==> config.mk <==
export PLATFORM = sky130hd
export DESIGN_NAME = multi_cycle_fsm_controller
export DESIGN_NICKNAME = d
export VERILOG_FILES = /design/src/rtl/multi_cycle_fsm_controller.sv
export SDC_FILE = /design/constraint.sdc
export NUM_CORES = 1
export LEC_CHECK = 0
export ABC_AREA = 1
export CELL_PAD_IN_SITES_DETAIL_PLACEMENT = 0
export CELL_PAD_IN_SITES_GLOBAL_PLACEMENT = 1
export CORE_MARGIN = 10
export CORE_UTILIZATION = 22
export DETAILED_ROUTE_END_ITERATION = 8
export GPL_TIMING_DRIVEN = 0
export PLACE_DENSITY = 0.78
export RECOVER_POWER = 25
export SYNTH_ARGS = -nofsm -noshare
export SYNTH_HDL_FRONTEND = slang
export SYNTH_SLANG_ARGS = --single-unit
==> constraint.sdc <==
create_clock -name clk -period 1.15 [get_ports clk]
set_input_delay 0.115 -clock clk [delete_from_list [all_inputs] [get_ports clk]]
set_output_delay 0.115 -clock clk [all_outputs]
set_load 0.05 [all_outputs]
==> src/rtl/multi_cycle_fsm_controller.sv <==
// multi_cycle_fsm_controller: multi-cycle MIPS control FSM with memory handshake; CTRL_PERF_CNT_EN adds cycle/instr counters
module multi_cycle_fsm_controller #(
  parameter int STATE_W = 4,
  parameter int ALUCTRL_W = 4,
  parameter int RESET_STATE = 0
) (
  input  logic                 clk,
  input  logic                 rst_n,
  input  logic [5:0]           op,
  input  logic [5:0]           funct,
  input  logic                 zero,
  input  logic                 mem_ready,
  output logic                 mem_to_reg,
  output logic                 reg_dst,
  output logic                 iord,
  output logic                 alu_src_a,
  output logic [1:0]           alu_src_b,
  output logic [1:0]           pc_src,
  output logic                 ir_write,
  output logic                 mem_write,
  output logic                 reg_write,
  output logic                 pc_en,
  output logic [ALUCTRL_W-1:0] alu_control,
  output logic [STATE_W-1:0]   state,
  output logic                 instr_done,
`ifdef CTRL_PERF_CNT_EN
  output logic [31:0]          cycle_cnt,
  output logic [31:0]          instr_cnt,
  output logic                 illegal_op
`else
  output logic                 illegal_op
`endif
);
  typedef enum logic [STATE_W-1:0] {
    FETCH, DECODE, MEMADR, MEMRD, MEMWB, MEMWR, EXEC, ALUWB,
    BRANCH, BRNE, ADDIEX, ADDIWB, JUMP, TRAP
  } state_t;
  localparam logic [ALUCTRL_W-1:0] ALU_ADD = ALUCTRL_W'(4'b0010);
  localparam logic [ALUCTRL_W-1:0] ALU_SUB = ALUCTRL_W'(4'b0110);
  localparam logic [ALUCTRL_W-1:0] ALU_AND = ALUCTRL_W'(4'b0000);
  localparam logic [ALUCTRL_W-1:0] ALU_OR  = ALUCTRL_W'(4'b0001);
  localparam logic [ALUCTRL_W-1:0] ALU_SLT = ALUCTRL_W'(4'b0111);
  state_t st;
  state_t dec_next;
  logic [ALUCTRL_W-1:0] f_alu;
  logic funct_ok;
  logic branch;
  logic branch_ne;
  always_comb begin
    dec_next = TRAP;
    case (op)
      6'b100011, 6'b101011: dec_next = MEMADR;
      6'b000000: dec_next = EXEC;
      6'b000100: dec_next = BRANCH;
      6'b000101: dec_next = BRNE;
      6'b001000: dec_next = ADDIEX;
      6'b000010: dec_next = JUMP;
      default: dec_next = TRAP;
    endcase
  end
  always_comb begin
    f_alu = ALU_ADD;
    funct_ok = 1'b1;
    case (funct)
      6'b100000: f_alu = ALU_ADD;
      6'b100010: f_alu = ALU_SUB;
      6'b100100: f_alu = ALU_AND;
      6'b100101: f_alu = ALU_OR;
      6'b101010: f_alu = ALU_SLT;
      default: funct_ok = 1'b0;
    endcase
  end
  always_ff @(posedge clk or negedge rst_n)
    if (!rst_n) begin
      st <= state_t'(STATE_W'(RESET_STATE));
      illegal_op <= 1'b0;
    end else begin
      case (st)
        FETCH:  st <= mem_ready ? DECODE : FETCH;
        DECODE: st <= dec_next;
        MEMADR: st <= op == 6'b100011 ? MEMRD : MEMWR;
        MEMRD:  st <= mem_ready ? MEMWB : MEMRD;
        MEMWR:  st <= mem_ready ? FETCH : MEMWR;
        EXEC:   st <= funct_ok ? ALUWB : TRAP;
        ADDIEX: st <= ADDIWB;
        TRAP:   st <= TRAP;
        default: st <= FETCH;
      endcase
      illegal_op <= illegal_op | (st == DECODE && dec_next == TRAP) | (st == EXEC && !funct_ok);
    end
  // Decode is purely from state (plus handshake/zero), so a wait cycle never leaks a write enable.
  always_comb begin
    state = st;
    branch = st == BRANCH;
    branch_ne = st == BRNE;
    iord = st == MEMRD || st == MEMWR;
    alu_src_a = st inside {MEMADR, EXEC, BRANCH, BRNE, ADDIEX};
    alu_src_b = st == FETCH ? 2'b01 : st == DECODE ? 2'b11 : st inside {MEMADR, ADDIEX} ? 2'b10 : 2'b00;
    pc_src = st == JUMP ? 2'b10 : (branch || branch_ne) ? 2'b01 : 2'b00;
    ir_write = st == FETCH && mem_ready;
    mem_write = st == MEMWR;
    reg_write = st inside {MEMWB, ALUWB, ADDIWB};
    reg_dst = st == ALUWB;
    mem_to_reg = st == MEMWB;
    pc_en = ir_write || st == JUMP || (branch && zero) || (branch_ne && !zero);
    alu_control = st inside {FETCH, DECODE, MEMADR, ADDIEX} ? ALU_ADD :
                  (branch || branch_ne) ? ALU_SUB : st == EXEC ? f_alu : '0;
    instr_done = st inside {MEMWB, ALUWB, ADDIWB, BRANCH, BRNE, JUMP} || (st == MEMWR && mem_ready);
  end
`ifdef CTRL_PERF_CNT_EN
  always_ff @(posedge clk or negedge rst_n)
    if (!rst_n) begin
      cycle_cnt <= '0;
      instr_cnt <= '0;
    end else begin
      cycle_cnt <= cycle_cnt + (st != TRAP ? 32'd1 : 32'd0);
      instr_cnt <= instr_cnt + {31'd0, instr_done};
    end
`endif
endmodule

# Word-level counts from Yosys, hierarchy flattened
# Cells that the tools add are included.
# word_totals
ff_bits	5
input_bits	16
output_inout_bits	22
# classes
n_eq_ne	25
muxes	17
bitwise_logic	2
n_reduce_logical	23
# op_table
op	count
equality test 6 bit, second input constant	7
case mux 4 bit (8 select lines)	1
equality test 4 bit, second input constant	7
case mux 4 bit (6 select lines)	1
equality test 4 x 3 -> 1 bit, second input constant	4
2-to-1 mux 4 bit	4
equality test 6 x 3 -> 1 bit, second input constant	2
case mux 3 bit (4 select lines)	1
2-to-1 mux 3 bit	3
equality test 4 x 2 -> 1 bit, second input constant	2
2-to-1 mux 2 bit	4
equality test 6 x 2 -> 1 bit, second input constant	1
equality test 6 x 4 -> 1 bit, second input constant	1
logical AND 1 bit	6
logical NOT 6 bit	1
logical OR 1 bit	6
nonzero test 6 bit	1
nonzero test 5 bit	1
OR reduction 5 bit	1
equality test 4 x 1 -> 1 bit, second input constant	1
logical NOT 4 bit	1
nonzero test 4 bit	1
2-to-1 mux 1 bit	3
nonzero test 3 bit	1
4 further kinds	6

# Longest topological paths before layout
# depth
ltp_word	7
mapped_depth	9
depth_no_buf	9

# Least setup slack after synthesis
# No wires, ideal clock.
# synth_path
path_kind	flip-flop to output port
startpoint	reg st[2], in the netlist state[2]
endpoint	out pc_en
t_arrival_ns	2.278
t_required_ns	1.035
setup_slack_ns	-1.243
path_stages_with_launch	5
n_path_buf	0
path_cell_list	dfrtp_1 nand2_1 nor2_1 inv_1 o211ai_1
# synth_via
elab_chain_cells	5
word_cells_on_any_way	10
cone_classes	3 x eq/ne; 7 x reduce/logical
# synth_lines
item	line	source
from (decl)	43	state_t st;
from (signal assigned)	75	st <= state_t'(STATE_W'(RESET_STATE));
from (signal assigned)	79	FETCH: st <= mem_ready ? DECODE : FETCH;
from (signal assigned)	80	DECODE: st <= dec_next;
logical NOT 4 bit	100	ir_write = st == FETCH && mem_ready;
logical AND 1 bit	100	
logical OR 1 bit (2 in series)	105	pc_en = ir_write || st == JUMP || (branch && zero) || (branch_ne && !zero);
logical OR 1 bit (*)	105	
to (decl)	22	output logic pc_en,
# Every way passes the cells marked *; elsewhere a longest branch is shown, timed or not.

# Worst setup path in the final report
# layout_path
startpoint	reg st[0], in the netlist state[0]
endpoint	out instr_done
# layout_via
elab_chain_cells	3
word_cells_on_any_way	10
cone_classes	7 x eq/ne; 3 x reduce/logical
# layout_lines
item	line	source
equality test 4 x 3 -> 1 bit / equality test 4 bit (equally long branches)	108	instr_done = st inside {MEMWB, ALUWB, ADDIWB, BRANCH, BRNE, JUMP} || (st == MEMWR && mem_ready);
nonzero test 6 bit / logical AND 1 bit (equally long branches)	108	
logical OR 1 bit (*)	108	
to (decl)	25	output logic instr_done,
# Marked as above.

==> results.md <==
- Worst R2R Path Depth: 8
- Multiplexer share of the synthesized area: 0
- Crit path kind: reg2out
- Pin count of the biggest net entering global routing: 7
- Critical path capture point type: output port
- Skew final: 0.0000510 ns
- Antenna Nets Post-Route: 0
- Iter 0 DRT Violations: 34
- Final hold viol count: 0
- Placed cells: 212
- Seq/Total Area, Yosys: 0.174
- Max-cap viol count: 0
- Clock Sinks: 5
- # IOs: 38
- Critical Path RT: 1.03 ns
- Vias per inst: 4.44
- Setup slack, reg-to-reg: -0.25 ns
- Final WS setup: -0.486 ns
- Setup TNS: -6.86 ns
- Die H: 77.1 µm
- Max VDD drop: 0.958 mV
- Critical path arrival: 1.52 ns
- DRT Pass-1 Iters: 4
- Vias in the first global route: 1107
- Unrepaired setup endpoints after global routing: yes
- Drt drc: 0
- Clk root buf: clkbuf_4
- Ys Warns: 0
- Tmin final: 1.64 ns
- Initial antenna violation count: 0
- Remaining global-route overflow: 0
- Finish-stage setup viols: 24
- H-tree Lvls: 1
- Largest cells by area after synthesis: dfrtp_1, nand3_1, nor2_1
- Xor/xnor share of the synthesized area: 0.0122
- Synth Cell Area: 718 µm²
- Initial core utilization: 0.233
- Detailed Place HPWL: 2280 µm
- Largest family of logic cells by synthesized area: simple AND/OR/NAND/NOR gates
- CTS Buffer Depth: 2
- Worst skew pair latency: 0.24 ns
- Max Slew Vio Count: 0
- CTS tree: yes
- Period utilization: 1.42
- Area leader, netlist: dfrtp_1
- Core area: 0.00308 mm²
- Mapped Nets: 148
- Adder-cell share of the synthesized area: 0
- Detailed Route WL: 2910 µm
- Crit-path max FO: 6
- GR Util All Layers: 0.0992
- Area Overhead vs Synth: 120%
- Outcome: finished, violations left
- IO buf count: 36
- Synth Area per Inst: 5.44 µm²
- Post-route insts no fill: 233
- Synth cell types: 21
- Num rows: 20
- Layout cells sized above 1: 0.471
- Routed vias: 1035
- Total CTS buffers: 3
- Area share of the largest cell type after synthesis: 0.174
- GPL Wtd Cong: 0.828
- Clock slew at reported path FFs: 0.04 ns
- Fmax: 611 MHz
- N_diodes: 0
- Compound-cell area share of the yosys netlist: 0.0679
- Simple-Gate Fraction of Synth Area: 0.573
- Power Density: 2330 mW/mm²
- R2R Path End: state[2]$_DFF_PN0_
- Worst flop-to-flop path startpoint: state[1]$_DFF_PN0_
- Worst min path class: in2async
- Startpoint types: flop
- Routed len/inst: 12.5 µm
- # nets final: 206
- Global-route wire length before repair: 4970 µm
- Leak: 0.751 nW
- Chip width: 77.1 µm
- Synth Register Bits: 5
- Die ar.: 0.00595 mm²
- FILL cells: 295
- Failing checks: setup timing
- Post-Synthesis Cells: 132
synth_stat cells (all sizes together):
cell and number:
a21oi 3, conb 1, inv 30, xnor2 1, nand2 26, nand3 25, o211ai 1, nor3 1
dfrtp 5, o22ai 1, nor2 29, nand4 4, buf 1, o21ai 4
critical path, stage by stage (launching register included):
cell     delay (ns)
dfrtp_4        0.55
nor2_4         0.17
buf_4          0.14
o21ai_4        0.05
o21ai_4        0.06
inv_2          0.04
nand4_1        0.09
buf_6          0.17
worst max-delay path by stage:
stage,from,to,slack [ns]
after floorplan,state[2]$_DFF_PN0_,pc_en,-0.63
after global placement,state[3]$_DFF_PN0_,alu_control[2],-0.93
after detailed placement,funct[5],alu_control[0],-0.95
after CTS,state[0]$_DFF_PN0_,instr_done,-0.46
after global routing,state[1]$_DFF_PN0_,instr_done,-0.55
final,state[0]$_DFF_PN0_,instr_done,-0.49
routing by layer:
layer | GRT usage | wire length (µm) | vias to the layer above
met5 | 0 | 0 | -
met4 | 0.0602 | 73 | 0
met3 | 0.0152 | 64 | 8
met2 | 0.175 | 1510 | 27
met1 | 0.108 | 1260 | 469
li1 | - | - | 531
cell families after synthesis:
group                     Yosys count
other                               1
buffers and inverters              31
AOI/OAI and AO/OA                   9
xor gates and xnor gates            1
and+or+nand+nor                    85
DFF                                 5
state kept, by name, summed over array words and instances (netlist names):
name and flops:
state 4, illegal_op 1
layout by cell type, fill, tap and decap left out, types with 5 or more instances in the layout:
master / n
nor2_1: 18
nand2_1: 15
nand2_4: 6
clkdlybuf4s50_1: 14
buf_4: 11
nand3_1: 21
buf_6: 20
inv_1: 17
inv_2: 8
buf_8: 5
nor2_4: 10
through the flow:
| stage | cell area, µm² | utilization | power, mW | hold slack, ns | setup WS (ns) |
|---|---|---|---|---|---|
| floorplan | 850 | - | 2.06 | -0.181 | -0.634 |
| global placement | 1260 | 0.411 | 2.77 | 0.347 | -0.926 |
| detailed placement | 1260 | 0.411 | 2.78 | 0.351 | -0.954 |
| CTS | 1510 | 0.489 | 3.48 | 0.0923 | -0.458 |
| global route | 1580 | 0.514 | 3.89 | 0.173 | -0.554 |
| finish | 1580 | 0.514 | 3.69 | 0.159 | -0.486 |
where the power goes:
group / internal [mW] / leakage (nW) / total (mW) / switching [mW]
clock: 0.131 / 0.0150 / 0.203 / 0.0720
combinational: 1.19 / 0.682 / 3.05 / 1.86
sequential: 0.257 / 0.0547 / 0.427 / 0.170
total: 1.58 / 0.751 / 3.69 / 2.10
area by class of cell:
cell class / count / area (µm²) / share of cell area
tap: 44 / 55.1 / 0.0348
inverter: 30 / 129 / 0.0815
clock buffer: 4 / 26.3 / 0.0166
buffer: 1 / 7.51 / 0.00475
timing repair buffer: 53 / 549 / 0.347
multi-input combinational: 96 / 674 / 0.426
sequential: 5 / 140 / 0.0886
what timing repair did:
action                     in CTS  in global routing
hold buffers                    0                  0
resized for setup             162                 13
hold endpoints to repair        0                  0
pin swaps                       7                  3
setup buffers                  14                  4
setup endpoints to repair      26                 25
Power figures use the tool's default switching activity.
